**config.mk**
```make
export PLATFORM = sky130hd
export DESIGN_NAME = q_meas_avg
export DESIGN_NICKNAME = d
export VERILOG_FILES = /design/src/rtl/q_meas_avg.sv
export SDC_FILE = /design/constraint.sdc
export NUM_CORES = 1
export LEC_CHECK = 0
export CAP_MARGIN = 40
export CORE_UTILIZATION = 40
export CTS_CLUSTER_DIAMETER = 50
export DETAILED_ROUTE_END_ITERATION = 6
export GPL_TIMING_DRIVEN = 0
export PLACE_DENSITY = 0.69
export RECOVER_POWER = 25
export SLEW_MARGIN = 20
export SYNTH_ARGS = -nofsm -noshare
export SYNTH_HDL_FRONTEND = slang
export SYNTH_SLANG_ARGS = --single-unit
```
**constraint.sdc**
```tcl
create_clock -name clk -period 2 [get_ports clk]
set_input_delay 0.4 -clock clk [delete_from_list [all_inputs] [get_ports clk]]
set_output_delay 0.4 -clock clk [all_outputs]
set_load 0.03 [all_outputs]
```
**src/rtl/q_meas_avg.sv**
```systemverilog
// q_meas_avg
// ----------
// Charge-measurement front end for the secant current-reference search.
// After every new current reference it waits a fixed settling window, then
// averages 2**AVG_LOG2 ADC samples and publishes the result on measured_q
// with a one-cycle ready pulse. While en stays high it re-measures
// back to back.
//
// Handshake: adc_valid qualifies adc_data on the cycle it is high. There is
// no back-pressure toward the ADC: every valid sample seen in ACCUM is
// consumed. ready is a registered single-cycle strobe with no ready-side
// acknowledge. measured_q is valid from the ready cycle until the next
// ready.
//
// Ports:
//   clk        in   1      system clock, rising edge
//   rst        in   1      asynchronous active-low reset
//   en         in   1      measurement enable (low forces IDLE)
//   i_ref      in   WIDTH  current reference, watched for changes
//   adc_valid  in   1      adc_data valid this cycle
//   adc_data   in   WIDTH  unsigned charge sample
//   measured_q out  WIDTH  averaged charge, held between measurements
//   ready      out  1      one-cycle pulse: new measured_q
//   busy       out  1      high in SETTLE or ACCUM
//   dbg_state  out  2      current FSM state (0 IDLE, 1 SETTLE, 2 ACCUM)
module q_meas_avg #(
  parameter int WIDTH    = 10,
  parameter int SETTLE   = 16,
  parameter int AVG_LOG2 = 3
) (
  input  logic             clk,
  input  logic             rst,
  input  logic             en,
  input  logic [WIDTH-1:0] i_ref,
  input  logic             adc_valid,
  input  logic [WIDTH-1:0] adc_data,
  output logic [WIDTH-1:0] measured_q,
  output logic             ready,
  output logic             busy,
  output logic [1:0]       dbg_state
);

  localparam int N    = 1 << AVG_LOG2;
  localparam int CMAX = (SETTLE > N) ? SETTLE : N;
  localparam int CW   = (CMAX > 1) ? $clog2(CMAX + 1) : 1;
  // N samples of at most 2**WIDTH-1 always fit in WIDTH+AVG_LOG2 bits.
  localparam int AW   = WIDTH + AVG_LOG2;

  localparam logic [CW-1:0] SETTLE_LAST = CW'(SETTLE - 1);
  localparam logic [CW-1:0] N_LAST      = CW'(N - 1);

  typedef enum logic [1:0] {
    S_IDLE   = 2'd0,
    S_SETTLE = 2'd1,
    S_ACCUM  = 2'd2
  } state_t;

  state_t           state, state_n;
  logic [CW-1:0]    cnt, cnt_n;
  logic [AW-1:0]    acc, acc_n;
  logic [AW-1:0]    acc_sum;
  logic [WIDTH-1:0] i_ref_q;
  logic             chg;
  logic             ready_n;
  logic             q_load;

  assign chg       = (i_ref != i_ref_q);
  assign acc_sum   = acc + AW'(adc_data);
  assign dbg_state = state;

  // Priority: en low > reference change > sample accept / completion.
  always_comb begin
    state_n = state;
    cnt_n   = cnt;
    acc_n   = acc;
    ready_n = 1'b0;
    q_load  = 1'b0;
    if (!en) begin
      state_n = S_IDLE;
      cnt_n   = '0;
      acc_n   = '0;
    end else begin
      case (state)
        S_IDLE: begin
          // A reference change while idle is irrelevant: the settle
          // window starts now regardless.
          state_n = S_SETTLE;
          cnt_n   = '0;
          acc_n   = '0;
        end
        S_SETTLE: begin
          if (chg) begin
            cnt_n = '0;
            acc_n = '0;
          end else if (cnt == SETTLE_LAST) begin
            state_n = S_ACCUM;
            cnt_n   = '0;
          end else begin
            cnt_n = cnt + CW'(1);
          end
        end
        S_ACCUM: begin
          if (chg) begin
            // Samples taken under the old reference are worthless.
            state_n = S_SETTLE;
            cnt_n   = '0;
            acc_n   = '0;
          end else if (adc_valid) begin
            if (cnt == N_LAST) begin
              state_n = S_SETTLE;
              cnt_n   = '0;
              acc_n   = '0;
              ready_n = 1'b1;
              q_load  = 1'b1;
            end else begin
              acc_n = acc_sum;
              cnt_n = cnt + CW'(1);
            end
          end
        end
        default: begin
          state_n = S_IDLE;
          cnt_n   = '0;
          acc_n   = '0;
        end
      endcase
    end
  end

  always_ff @(posedge clk or negedge rst) begin
    if (!rst) begin
      state <= S_IDLE;
    end else begin
      state <= state_n;
    end
  end

  always_ff @(posedge clk or negedge rst) begin
    if (!rst) begin
      cnt        <= '0;
      acc        <= '0;
      i_ref_q    <= '0;
      measured_q <= '0;
      ready      <= 1'b0;
      busy       <= 1'b0;
    end else begin
      cnt     <= cnt_n;
      acc     <= acc_n;
      i_ref_q <= i_ref;
      ready   <= ready_n;
      busy    <= (state_n != S_IDLE);
      if (q_load) begin
        // Truncating divide by N: take the top WIDTH bits of the sum.
        measured_q <= acc_sum[AW-1 -: WIDTH];
      end
    end
  end

endmodule

```
Word-level counts from Yosys, hierarchy flattened --
Index checks and enable logic that the tools add are counted. Widths: inputs -> output; s select.
Operators by class: add/subtract/negate cells 2, $mul 0, div/mod/pow operators 0, $lt $le $gt $ge 0, equality and inequality tests 7, shift operators 0, multiplexer cells 25, bitwise logic cells 0, reductions and logical operators 3
Operator list (number):
- $mux 13 | 5
- $mux 5 | 6
- $pmux 13 s2 | 1
- $add 13x10->13 | 1
- $mux 2 | 6
- $ne 10x10->1 | 1
- $pmux 5 s2 | 1
- $pmux 2 s3 | 1
- $add 5x1->5 const B | 1
- $eq 5x3->1 const B | 1
- $eq 5x4->1 const B | 1
- $mux 1 | 5
- $ne 4x4->1 const B | 1
- $ne 3x3->1 const B | 1
- $eq 2x1->1 const B | 1
- $eq 2x2->1 const B | 1
- $logic_not 2->1 | 1
- $reduce_and 2->1 | 1
- $reduce_bool 2->1 | 1
Word-level totals: register bits after elaboration 42, bits in latches 0, bits in writable memories 0, bits in read-only memories 0, input bits 24, output and inout port bits 14, logic and storage cells 44, memories kept 0

Depth between registers and ports, before layout --
Gate-level depths: netlist of the first run.
depth after elaboration 7, mapped depth 9, depth with buffers taken out 9

Worst setup path before layout of the first run --
No wires, ideal clock.
kind in2reg, from in adc_data[0], to reg measured_q[9], setup time 0.127 ns, data arrival time 2.021 ns, required time 1.873 ns, setup slack -0.148 ns, stages 9, buffers on the path 0, cells stage by stage ha_1 inv_1 fa_1 nand2b_1 a211oi_1 o31ai_1 nor2_1 xnor2_1 a21oi_1
Between the ends: cells in the longest elaborated chain, start to end 1
RTL lines:
- start, declared | RTL line 36 | input logic [WIDTH-1:0] adc_data,
- $add 13x10->13 | RTL line 68 | assign acc_sum = acc + AW'(adc_data);
- end signal, assigned | RTL line 154 | measured_q <= acc_sum[AW-1 -: WIDTH];
- end, declared | RTL line 37 | output logic [WIDTH-1:0] measured_q,
Every way passes these cells. A chain may end at the register's enable or synchronous reset.

Worst setup path after layout of the first run --
from reg acc[0], to reg measured_q[7]
Between the ends: cells in the longest elaborated chain, start to end 1
RTL lines:
- start, declared | RTL line 60 | logic [AW-1:0] acc, acc_n;
- start signal, assigned | RTL line 148 | acc <= acc_n;
- $add 13x10->13 | RTL line 68
Every way passes these cells.

==> results of run 1 <==
-- flip-flops by register name, indices dropped and copies added (netlist names) --
name        count
i_ref_q        10
cnt             5
acc            13
busy            1
ready           1
measured_q     10
dbg_state       2
-- cells in the final DEF (no fill, tap or decap), types with 3 or more instances in the layout --
cell type / n
ha_2: 5
mux2_4: 3
nor2_1: 17
a21oi_1: 11
nand2b_1: 4
nor4_4: 3
inv_1: 8
a22o_1: 8
nand2_1: 15
xor2_1: 7
ha_1: 7
nor2_4: 4
mux2_2: 5
clkbuf_8: 5
nor3_1: 5
o21ai_0: 7
xor2_2: 6
buf_4: 17
dlygate4sd2_1: 9
ha_4: 5
dfrtp_1: 40
nand3_1: 4
clkdlybuf4s50_1: 23
dlymetal6s2s_1: 3
xnor2_1: 5
-- how the worst max path moves through the flow --
stage | end | slack (ns) | cells past startpoint
6_report | measured_q[7] | -0.09 | 8
5_1_grt | measured_q[7] | -0.17 | 8
4_1_cts | measured_q[9] | -0.08 | 9
3_5_place_dp | measured_q[6] | -0.70 | 7
3_3_place_gp | dbg_state[0] | -0.76 | 1
2_1_floorplan | cnt[2] | 0.03 | 8
-- metal layers --
metal / wire (um) / GRT usage / part of all wire / vias up
li1: - / - / - / 920
met1: 2520 / 0.241 / 0.47 / 907
met3: 190 / 0.0425 / 0.036 / 12
met5: 0 / 0 / 0 / -
met4: 86 / 0.0491 / 0.016 / 0
met2: 2540 / 0.288 / 0.48 / 40
-- power by group through the flow --
stage | logic [W] | clock network [W] | registers [W]
after floorplan | 0.0000818 | 0 | 0.000892
after global placement | 0.000176 | 0 | 0.000886
after detailed placement | 0.000182 | 0 | 0.000887
after CTS | 0.000192 | 0.000838 | 0.000872
after global routing | 0.000223 | 0.000875 | 0.000874
final | 0.000203 | 0.000829 | 0.000872
-- worst max-delay path, cell delays in order, from the launching register on --
cell and delay, ns:
dfrtp_1 0.37, ha_2 0.20, inv_2 0.04, fa_2 0.33, nand2b_4 0.17, a211oi_4 0.33
o31ai_4 0.14, xnor2_1 0.15, mux2_4 0.26
-- cell families after synthesis --
group,Yosys count,synth area share
mux,10,0.0471
buf+inv,15,0.0286
compound gates,53,0.152
flops,42,0.444
simple gates,66,0.159
xor+xnor,19,0.0704
fa+ha+maj,18,0.0984
-- through the flow --
step | area [um^2] | worst slack [ns] | utilization | hold WS [ns]
3_5_place_dp | 2870 | -0.704 | 0.512 | 0.335
5_1_grt | 3390 | -0.172 | 0.604 | 0.232
4_1_cts | 3220 | -0.0811 | 0.574 | 0.000563
3_3_place_gp | 2860 | -0.764 | 0.509 | 0.469
6_report | 3390 | -0.0906 | 0.604 | 0.182
2_1_floorplan | 2400 | 0.0252 | - | 0.104
-- timing repair --
| action | 4_1_cts | 5_1_grt |
|---|---|---|
| pin swaps | 23 | 31 |
| cloned | 1 | 0 |
| buffers inserted | 9 | 7 |
| resized for setup | 39 | 29 |
| setup endpoints to repair | 25 | 27 |
| endpoints found under the hold margin | 0 | 0 |
-- cell type report --
class | instances | area (um^2)
buffer | 5 | 42.5
clock inverter | 3 | 68.8
tap | 72 | 90.1
fill | 468 | 2220
clock buffer | 5 | 68.8
sequential | 42 | 1050
inverter | 10 | 37.5
multi-input combinational | 166 | 1530
timing repair buffer | 54 | 500
==> flow_metrics.env, run 1 <==
export IMPL_initial_core_util=0.422
export IMPL_r2r_worst_path_cells=8
export IMPL_routed_via_density=5.26
export IMPL_seq_power_share=0.458
export IMPL_crit_path_start="acc[0]"
export IMPL_ys_top_cells_by_count="dfrtp_1 (42), nor2_1 (21), ha_1 (17)"
export IMPL_grt_usage=0.179
export IMPL_grt_pass1_vias=1837
export IMPL_num_nets_final=326
export IMPL_cts_sinks=42
export IMPL_power_total_w=0.00190
export IMPL_criticalPathCategory="flip-flop to flip-flop"
export IMPL_synth_cell_area_mm2=0.00236
export IMPL_layout_setup_ws_ns=-0.0906
export IMPL_synth_yosys_seq_area_share=0.444
export IMPL_synth_top_cell_by_area="dfrtp_1"
export IMPL_htreeDepth=2
export IMPL_cts_clk_slew_worst_paths_ns=0.09
export IMPL_synth_most_common_cell="dfrtp_1"
export IMPL_io_buffer_count=37
export IMPL_cp_arrival_ns=2.28
export IMPL_status="complete, but fails checks"
export IMPL_power_share_clock=0.435
export IMPL_worstPathRequired_ns=2.19
export IMPL_dp_cells=333
export IMPL_yosys_warnings=0
export IMPL_grt_max_degree=30
export IMPL_routed_wl_mm=5.34
export IMPL_reg2reg_to="measured_q[7]"
export IMPL_cts_hold_buf=0
export IMPL_ys_seq_elements=42
export IMPL_synth_top_area_frac=0.444
export IMPL_ant_nets=0
export IMPL_cts_buffers=5
export IMPL_clk_latency_ns=0.31
export IMPL_die_area_mm2=0.00622
export IMPL_synth_ff_type="dfrtp_1"
export IMPL_io_pins=38
export IMPL_ir_worst_vdd_mv=0.446
export IMPL_violations="setup timing"
export IMPL_setup_tns_ns=-0.336
export IMPL_reg2reg_slack_ns=-0.09
export IMPL_vias=1879
export IMPL_startpoint_type="flip-flop"
export IMPL_layout_drive_gt1_share=0.302
export IMPL_syn_area_per_cell_um2=10.6
export IMPL_power_switching_w=0.000445
export IMPL_diodes=0
export IMPL_yosysUniqueCellTypes=44
export IMPL_yosys_top_cells_area="dfrtp_1 (44%), ha_1 (9.0%), xor2_1 (4.8%)"
export IMPL_cts_buffer_depth=2
export IMPL_cts_tree="built"
export IMPL_fin_skew_ns=0.00908
export IMPL_syn_inst=223
export IMPL_die_w_um=78.9
export IMPL_drv_slew=0
export IMPL_r2r_start="acc[0]"
export IMPL_leakage_nw=1.45
export IMPL_synth_edf_count=0
export IMPL_drt_iter0_drc=98
export IMPL_power_density_mw_per_mm2=562
export IMPL_drt_pass1_iterations=5
export IMPL_num_rows=27
export IMPL_die_y_um=78.9
export IMPL_coreArea_mm2=0.00561
export IMPL_fin_crit_ns=2.09
export IMPL_root_buffer="clkbuf_8"
export IMPL_cap_violations=0
export IMPL_area_growth_pct=43.2
export IMPL_max_freq_ghz=0.478
export IMPL_antenna_found_initial=0
export IMPL_grt_overflow=0
export IMPL_instances_no_fill=357
export IMPL_internal_power_w=0.00146
export IMPL_wl_per_cell_um=15.0
export IMPL_gp_congestion=0.836
export IMPL_sw_frac_of_total=0.234
export IMPL_rsz0062_at_grt="yes"
export IMPL_dp_hpwl_mm=3.37
export IMPL_slew_headroom=0.421
export IMPL_cp_max_fo=3
export IMPL_setup_violations=7
export IMPL_endpoint_kind="flip-flop"
export IMPL_final_hold_viol_count=0
export IMPL_comb_power_share=0.106
export IMPL_syn_num_nets=265
export IMPL_tightest_slew_ns=0.868
export IMPL_grt_first_pass_wirelength_mm=8.54
export IMPL_finalCritPeriodShare=1.05
export IMPL_synthArstFlopShare=1.00
export IMPL_drc=0
export IMPL_hp_class="input pin to asynchronous set/reset pin"
(Power assumes the default switching activity.)
==> inputs of run 2 (changes only) <==
Settings changed: CORE_ASPECT_RATIO set to 0.9.
==> run 2 against run 1 <==
Clock-buffer cell count is the same. Register-to-register slack gained 0.05 ns. The flow still finishes with violations (setup timing). Clock skew shrank 0.00070 ns. Worst hold slack gained 0.066 ns. Wire length shrank 2.1%. Sequential cell count is the same. Global-route usage grew 0.053 points. Sequential share of layout area grew 0.27 points.
==> flow_metrics.env, run 2 (synthesized netlist as in run 1, its figures left out) <==
export IMPL_ir_worst_vdd_mv=0.391
export IMPL_diodes=0
export IMPL_reg2reg_to="measured_q[7]"
export IMPL_grt_pass1_vias=1874
export IMPL_layout_drive_gt1_share=0.306
export IMPL_drc=0
export IMPL_num_nets_final=329
export IMPL_root_buffer="clkbuf_8"
export IMPL_rsz0062_at_grt="yes"
export IMPL_cts_sinks=42
export IMPL_die_y_um=74.9
export IMPL_ant_nets=0
export IMPL_coreArea_mm2=0.00569
export IMPL_fin_skew_ns=0.00838
export IMPL_finalCritPeriodShare=1.02
export IMPL_layout_common_cells="dfrtp_1 (40), clkdlybuf4s50_1 (23), buf_4 (19), nor2_1 (16), nand2_1 (15)"
export IMPL_die_w_um=83.1
export IMPL_r2r_start="acc[0]"
export IMPL_max_freq_ghz=0.491
export IMPL_setup_tns_ns=-0.0696
export IMPL_endpoint_kind="flip-flop"
export IMPL_grt_max_degree=27
export IMPL_cap_violations=0
export IMPL_hp_class="input pin to asynchronous set/reset pin"
export IMPL_dp_hpwl_mm=3.49
export IMPL_cts_buffers=5
export IMPL_die_area_mm2=0.00622
export IMPL_tightest_slew_ns=1.04
export IMPL_io_pins=38
export IMPL_clk_latency_ns=0.30
export IMPL_cp_max_fo=3
export IMPL_drt_pass1_iterations=5
export IMPL_io_buffer_count=37
export IMPL_antenna_found_initial=0
export IMPL_power_density_mw_per_mm2=563
export IMPL_htreeDepth=2
export IMPL_regMostFlops="acc"
export IMPL_grt_usage=0.179
export IMPL_vias=1851
export IMPL_area_growth_pct=42.0
export IMPL_layout_setup_ws_ns=-0.0374
export IMPL_mostFrequentLayoutCell="dfrtp_1"
export IMPL_reg2reg_slack_ns=-0.04
export IMPL_setup_violations=4
export IMPL_num_rows=26
export IMPL_drt_iter0_drc=93
export IMPL_initial_core_util=0.415
export IMPL_criticalPathCategory="flip-flop to flip-flop"
export IMPL_routed_via_density=5.17
export IMPL_leakage_nw=1.44
export IMPL_cts_clk_slew_worst_paths_ns=0.09
export IMPL_worstPathRequired_ns=2.19
export IMPL_cp_arrival_ns=2.23
export IMPL_status="complete, but fails checks"
export IMPL_whs_ns=0.248
export IMPL_cts_hold_buf=0
export IMPL_r2r_worst_path_cells=8
export IMPL_violations="setup timing"
export IMPL_drv_slew=0
export IMPL_fin_crit_ns=2.04
export IMPL_gp_congestion=0.799
export IMPL_cts_tree="built"
export IMPL_largest_reg_flops=13
export IMPL_grt_overflow=0
export IMPL_routed_wl_mm=5.23
export IMPL_startpoint_type="flip-flop"
export IMPL_wl_per_cell_um=14.6
export IMPL_slew_headroom=0.309
export IMPL_grt_first_pass_wirelength_mm=8.74
export IMPL_cts_buffer_depth=2
export IMPL_reg_top3="acc: 13 flops, i_ref_q: 10 flops, measured_q: 10 flops"
export IMPL_final_hold_viol_count=0
run 2: worst max path at each step:
stage	cells past startpoint	slack, ns	start	endpoint
after floorplan	8	0.03	cnt[0]	cnt[2]
after global placement	1	-0.72	rst	dbg_state[0]
after detailed placement	7	-0.67	i_ref[8]	measured_q[6]
after CTS	8	-0.07	acc[0]	measured_q[7]
after global routing	7	-0.11	i_ref_q[3]	acc[10]
final	8	-0.04	acc[0]	measured_q[7]
run 2: power by group:
group          total, W  internal [W]  switching (W)
Sequential     0.000871      0.000862     0.00000934
Combinational  0.000196     0.0000906       0.000106
Clock          0.000824      0.000500       0.000324
Total           0.00189       0.00145       0.000439
run 2: area by class of cell:
cell class	count	area [um^2]
fill	449	2330
multi-input combinational	166	1490
sequential	42	1050
timing repair buffer	57	510
tap	70	87.6
clock buffer	5	68.8
clock inverter	3	68.8
buffer	5	46.3
inverter	10	37.5
run 2: worst max-delay path: stages (launching register included):
cell,delay [ns]
dfrtp_1,0.36
ha_2,0.19
inv_2,0.04
fa_2,0.33
nand2b_4,0.16
a211oi_4,0.33
o31ai_4,0.11
xnor2_1,0.14
mux2_4,0.26
run 2: through the flow:
step | instances | area (um^2) | setup WS [ns] | total power, W | util
after CTS | 352 | 3250 | -0.0664 | 0.00190 | 0.571
after global routing | 358 | 3360 | -0.107 | 0.00196 | 0.590
after detailed placement | 331 | 2870 | -0.670 | 0.00107 | 0.504
after global placement | 330 | 2850 | -0.724 | 0.00106 | 0.501
after floorplan | 223 | 2400 | 0.0252 | 0.000974 | -
final | 358 | 3360 | -0.0374 | 0.00189 | 0.590
run 2: repair_timing:
| action | in CTS | in global routing |
|---|---|---|
| gates cloned | 1 | 0 |
| endpoints found under the setup margin | 26 | 24 |
| pin swaps | 20 | 22 |
| gates resized for setup | 44 | 19 |
| buffers inserted | 12 | 6 |
run 2: routing by layer:
metal,track usage,vias up,part of all wire,routed length (um)
li1,-,918,-,-
met1,0.238,877,0.47,2470
met2,0.304,47,0.47,2470
met3,0.0329,9,0.041,217
met4,0.0575,0,0.013,70
met5,0,-,0,0
